### config.mk
export PLATFORM = sky130hd
export DESIGN_NAME = get_lsp_pol
export DESIGN_NICKNAME = d
export VERILOG_FILES = /design/src/rtl/get_lsp_pol.sv
export SDC_FILE = /design/constraint.sdc
export NUM_CORES = 1
export LEC_CHECK = 0
export BUFFER_PORTS_ARGS = -buffer_cell sky130_fd_sc_hd__buf_4
export CAP_MARGIN = 20
export CELL_PAD_IN_SITES_DETAIL_PLACEMENT = 1
export CELL_PAD_IN_SITES_GLOBAL_PLACEMENT = 1
export CORE_ASPECT_RATIO = 1.4
export CORE_MARGIN = 5
export CORE_UTILIZATION = 25
export DETAILED_ROUTE_END_ITERATION = 8
export PLACE_DENSITY = 0.6
export SLEW_MARGIN = 20
export SYNTH_ARGS = -nofsm -noshare
export SYNTH_HDL_FRONTEND = slang
export SYNTH_SLANG_ARGS = --single-unit
### constraint.sdc
create_clock -name clock_i -period 8.56 [get_ports clock_i]
set_input_delay 2.14 -clock clock_i [delete_from_list [all_inputs] [get_ports clock_i]]
set_output_delay 2.14 -clock clock_i [all_outputs]
set_load 0.02 [all_outputs]
### src/rtl/get_lsp_pol.sv
// rtl/get_lsp_pol.sv - sequential LSP-to-polynomial stage feeding an external mpy_32_16
module get_lsp_pol #(
    parameter int ADDR_W   = 12,
    parameter int LSP_BASE = 0,
    parameter int F_BASE   = 16
) (
    input  logic              clock_i,
    input  logic              reset_i,
    input  logic              start_i,
    input  logic              odd_sel_i,
    input  logic [31:0]       mem_in_i,
    output logic [ADDR_W-1:0] mem_addr_o,
    output logic              mem_write_o,
    output logic [31:0]       mem_out_o,
    output logic [31:0]       mpy_var1_o,
    output logic [15:0]       mpy_var2_o,
    input  logic [31:0]       mpy_in_i,
    output logic              overflow_o,
    output logic              done_o
);

    localparam logic [2:0] S_IDLE = 3'd0;
    localparam logic [2:0] S_RD   = 3'd1;
    localparam logic [2:0] S_CAP  = 3'd2;
    localparam logic [2:0] S_LOOP = 3'd3;
    localparam logic [2:0] S_MSU  = 3'd4;
    localparam logic [2:0] S_WR   = 3'd5;
    localparam logic [2:0] S_DONE = 3'd6;

    logic [2:0]  state_q, state_d;
    logic [2:0]  k_q, k_d, m_q, m_d, n_q, n_d;
    logic        odd_q, odd_d, ovf_q, ovf_d;
    logic [15:0] lsp_q, lsp_d;
    logic [31:0] f_q [0:5];
    logic [31:0] f_d [0:5];
    logic [32:0] r1, r2, r3;

    // Results carry the saturation flag in bit 32.
    function automatic logic [32:0] sat_add(input logic [31:0] a, input logic [31:0] b);
        logic [32:0] s;
        s = {a[31], a} + {b[31], b};
        if (s[32] != s[31]) return {1'b1, s[32] ? 32'h8000_0000 : 32'h7FFF_FFFF};
        return {1'b0, s[31:0]};
    endfunction

    function automatic logic [32:0] sat_sub(input logic [31:0] a, input logic [31:0] b);
        logic [32:0] s;
        s = {a[31], a} - {b[31], b};
        if (s[32] != s[31]) return {1'b1, s[32] ? 32'h8000_0000 : 32'h7FFF_FFFF};
        return {1'b0, s[31:0]};
    endfunction

    function automatic logic [32:0] sat_shl1(input logic [31:0] x);
        if (x[31] != x[30]) return {1'b1, x[31] ? 32'h8000_0000 : 32'h7FFF_FFFF};
        return {1'b0, x[30:0], 1'b0};
    endfunction

    function automatic logic [31:0] lsp_x1024(input logic [15:0] l);
        return {{6{l[15]}}, l, 10'b0};
    endfunction

    always_comb begin
        state_d = state_q;
        k_d     = k_q;
        m_d     = m_q;
        n_d     = n_q;
        odd_d   = odd_q;
        lsp_d   = lsp_q;
        ovf_d   = ovf_q;
        f_d     = f_q;
        r1      = '0;
        r2      = '0;
        r3      = '0;
        case (state_q)
            S_IDLE: if (start_i) begin
                state_d = S_RD;
                k_d     = 3'd0;
                ovf_d   = 1'b0;
                odd_d   = odd_sel_i;
            end
            S_RD: state_d = S_CAP;
            S_CAP: begin
                lsp_d = mem_in_i[15:0];
                if (k_q == 3'd0) begin
                    r1      = sat_sub(32'h0, lsp_x1024(mem_in_i[15:0]));
                    f_d[0]  = 32'h0100_0000;
                    f_d[1]  = r1[31:0];
                    ovf_d   = ovf_q | r1[32];
                    k_d     = 3'd1;
                    state_d = S_RD;
                end else begin
                    f_d[k_q + 3'd1] = f_q[k_q - 3'd1];
                    m_d             = k_q + 3'd1;
                    state_d         = S_LOOP;
                end
            end
            S_LOOP: begin
                r1         = sat_add(f_q[m_q], f_q[m_q - 3'd2]);
                r2         = sat_shl1(mpy_in_i);
                r3         = sat_sub(r1[31:0], r2[31:0]);
                f_d[m_q]   = r3[31:0];
                ovf_d      = ovf_q | r1[32] | r2[32] | r3[32];
                m_d        = m_q - 3'd1;
                if (m_q == 3'd2) state_d = S_MSU;
            end
            S_MSU: begin
                r1     = sat_sub(f_q[1], lsp_x1024(lsp_q));
                f_d[1] = r1[31:0];
                ovf_d  = ovf_q | r1[32];
                if (k_q < 3'd4) begin
                    k_d     = k_q + 3'd1;
                    state_d = S_RD;
                end else begin
                    n_d     = 3'd0;
                    state_d = S_WR;
                end
            end
            S_WR: begin
                n_d = n_q + 3'd1;
                if (n_q == 3'd5) state_d = S_DONE;
            end
            default: state_d = S_IDLE;
        endcase
    end

    // Outputs decode straight from state so an asynchronous reset clears them at once.
    always_comb begin
        mem_addr_o  = '0;
        mem_write_o = 1'b0;
        mem_out_o   = '0;
        mpy_var1_o  = '0;
        mpy_var2_o  = '0;
        done_o      = 1'b0;
        case (state_q)
            S_RD: mem_addr_o = ADDR_W'(LSP_BASE) + ADDR_W'({k_q, odd_q});
            S_LOOP: begin
                mpy_var1_o = {f_q[m_q - 3'd1][31:16], 1'b0, f_q[m_q - 3'd1][15:1]};
                mpy_var2_o = lsp_q;
            end
            S_WR: begin
                mem_addr_o  = ADDR_W'(F_BASE) + ADDR_W'(n_q);
                mem_write_o = 1'b1;
                mem_out_o   = f_q[n_q];
            end
            S_DONE: done_o = 1'b1;
            default: ;
        endcase
    end

    assign overflow_o = ovf_q;

    always_ff @(posedge clock_i or negedge reset_i) begin
        if (!reset_i) begin
            state_q <= S_IDLE;
            k_q     <= '0;
            m_q     <= '0;
            n_q     <= '0;
            odd_q   <= 1'b0;
            ovf_q   <= 1'b0;
            lsp_q   <= '0;
            for (int i = 0; i < 6; i++) f_q[i] <= '0;
        end else begin
            state_q <= state_d;
            k_q     <= k_d;
            m_q     <= m_d;
            n_q     <= n_d;
            odd_q   <= odd_d;
            ovf_q   <= ovf_d;
            lsp_q   <= lsp_d;
            f_q     <= f_d;
        end
    end

endmodule

==> results_dict.tcl <==
set metrics [dict create \
    status "finished clean" \
    io_buffers 138 \
    cp_max_fo 5 \
    route.detailed.drc 0 \
    dp_cells 4088 \
    endpoint_kind "register" \
    ys_types 94 \
    tns_ps 0 \
    holdPathEnd "odd_q" \
    postCtsHoldBufs 0 \
    required_ps 9020 \
    place_area_um2 26600 \
    multiInputGateArea_um2 16900 \
    synth.area.top_cells "dfrtp_1, mux4_2, ha_1, a21oi_1, nand2_1" \
    r2r_end "f_q[56]" \
    die_width_um 269 \
    wl_met1_um 45600 \
    cts_setup_buffers 0 \
    routabilityCongestion 0.949 \
    cts_tree "done" \
    netlist_area_um2 23500 \
    fin_crit_ps 8230 \
    clkSinkCount 222 \
    slew_violations 0 \
    rrSetupSlack_ps 330 \
    clk_pin_slew_worst_paths_ps 60 \
    postRouteAntennaNets 0 \
    antenna_found_initial 3 \
    whs_path_depth 1 \
    start_util_pct 25.1 \
    cpLargestDelayFamily "compound AO/OA/AOI/OAI gates" \
    design_area_um2 27600 \
    setup_viol 0 \
    wirelength_um 121000 \
    clk_latency_ps 590 \
    fin_cells 4140 \
    criticalPathCategory "reg2reg" \
    synth-edff-count 0 \
    ys_ff_latch 222 \
    fillers 11000 \
    first_pass_iters 5 \
    fmax_mhz 122 \
    viasPerCell 6.00 \
    cts-root-buf "clkbuf_16" \
    slowest_delay_ps 820 \
    synthFlopType "dfrtp_1" \
    cts-resized-gates 0 \
    grt_pass1_wl_um 177000 \
    dieArea_um2 100000 \
    maxSlewHeadroom_pct 17.7 \
    synthArstFlopShare_pct 100 \
    fin_nets 3075 \
    drive_gt1_share_pct 20.8 \
    die_h_um 373 \
    finClkSkew_ps 23.3 \
    min_path_type "reg2reg" \
    rsz0062_at_grt "no" \
    coreArea_um2 93700 \
    dr_wl_met2_um 58000 \
    yosysWarnings 0 \
    area_growth_pct 17.5 \
    worstMarginPinSlew_ps 1230 \
    yosysSeqAreaShare_pct 23.6 \
    overflow 0 \
    seqCellArea_um2 5570 \
    start_kind "register" \
    route.met3.wl_um 7520 \
    cts_max_level 1 \
    highest_layer "met5" \
    fin_crit_sh_pct 96.1 \
    min_from "odd_q" \
    dr_total_vias 24900 \
    std_cell_rows 133 \
    yosys-top-cells-count "nand2_1, nor2_1, a21oi_1, dfrtp_1, clkbuf_1" \
    syn_inst 2798 \
    cap_violations 0 \
    cp.arrival_ps 8690 \
    hold_violations 0 \
    path_buf_inv 4 \
    yosysMostFrequentCell "nand2_1" \
    grt_max_degree 130 \
    r2r_cells 29 \
    hpwl_um 86500 \
    crit_slowest_cell "xor2_1" \
    r2r-start "m_q[1]" \
    avgSynthCellArea_um2 8.40 \
    wl_per_cell_um 29.3 \
    synth_area_leader_cell "dfrtp_1" \
    initialDrtViolationCount 2172 \
    clk_path_buf_depth 3 \
    io_pins 163 \
    cts_inserted_buffers 28 \
    synth.top_cell.area_share_pct 23.6 \
    grt_pass1_vias 25400 \
    track_usage_pct 23.0 \
]
==> stage by stage <==
stage | util [%] | setup WS (ps) | hold WS, ps
after floorplan | - | 1090 | 480
after global placement | 28.4 | 268 | 493
after detailed placement | 28.4 | 134 | 518
after CTS | 29.4 | 93.0 | 533
after global routing | 29.5 | 55.0 | 548
final | 29.5 | 332 | 527
==> final cells by class <==
cell class	instances	share of cell area, %
Antenna cell	2	0.0181
Clock buffer	34	2.66
Clock inverter	16	0.729
Inverter	67	0.911
Multi-Input combinational cell	2286	61.3
Sequential cell	222	20.2
Tap cell	1215	5.50
Timing Repair Buffer	298	8.72
==> logic make-up (layout without fill, tap and decap cells) <==
| family | Yosys count | after routing | share of synthesized area, % |
|---|---|---|---|
| xor+xnor | 88 | 88 | 3.31 |
| other cells | 1 | 10 | 0.0160 |
| flops | 222 | 222 | 23.6 |
| compound gates | 974 | 974 | 28.5 |
| fa+ha+maj | 107 | 107 | 5.76 |
| buf+inv | 297 | 415 | 5.29 |
| mux | 294 | 294 | 18.1 |
| simple gates | 815 | 815 | 15.4 |
==> sequential cells by signal, summed over array words and instances, names as in the netlist <==
| name | count |
|---|---|
| overflow_o | 1 |
| m_q | 3 |
| state_q | 3 |
| odd_q | 1 |
| k_q | 3 |
| lsp_q | 16 |
| n_q | 3 |
| f_q | 192 |
==> worst max-delay path by stage <==
stage,cells past startpoint,slack (ps),endpoint,start
after CTS,28,90,f_q[59],m_q[0]
final,29,330,f_q[56],m_q[1]
after detailed placement,29,130,f_q[99],m_q[2]
after floorplan,29,1090,f_q[128],m_q[0]
after global placement,29,270,f_q[131],m_q[0]
after global routing,29,60,f_q[137],m_q[0]
==> cells in the final DEF, fill, tap and decap left out, types with 24 or more instances in the layout <==
| cell | netlist | final |
|---|---|---|
| a211oi_1 | 25 | 24 |
| a21o_1 | 35 | 35 |
| a21oi_1 | 227 | 226 |
| a22oi_1 | 71 | 71 |
| a31oi_1 | 28 | 27 |
| and2_1 | 39 | 39 |
| buf_4 | 16 | 284 |
| clkbuf_16 | 0 | 28 |
| dfrtp_1 | 222 | 216 |
| ha_1 | 101 | 99 |
| inv_1 | 65 | 64 |
| mux2_2 | 91 | 91 |
| mux2i_1 | 108 | 108 |
| mux4_2 | 95 | 95 |
| nand2_1 | 298 | 288 |
| nand2b_1 | 24 | 24 |
| nand3_1 | 64 | 63 |
| nor2_1 | 257 | 252 |
| nor3_1 | 44 | 43 |
| o211ai_1 | 36 | 36 |
| o21a_1 | 34 | 34 |
| o21ai_0 | 145 | 143 |
| o221ai_1 | 109 | 109 |
| o22ai_1 | 40 | 40 |
| o32ai_1 | 31 | 31 |
| xnor2_1 | 56 | 54 |
| xor2_1 | 31 | 30 |
==> routing by layer <==
metal  GRT usage [%]  up-vias
li1                -    10900
met5               0        -
met2            39.4     1043
met3            3.37      345
met4            15.2        2
met1            26.8    12600
Power is left out: the tool's default activity adds up to more than one toggle a clock period on the data nets, which glitch-free logic cannot reach.
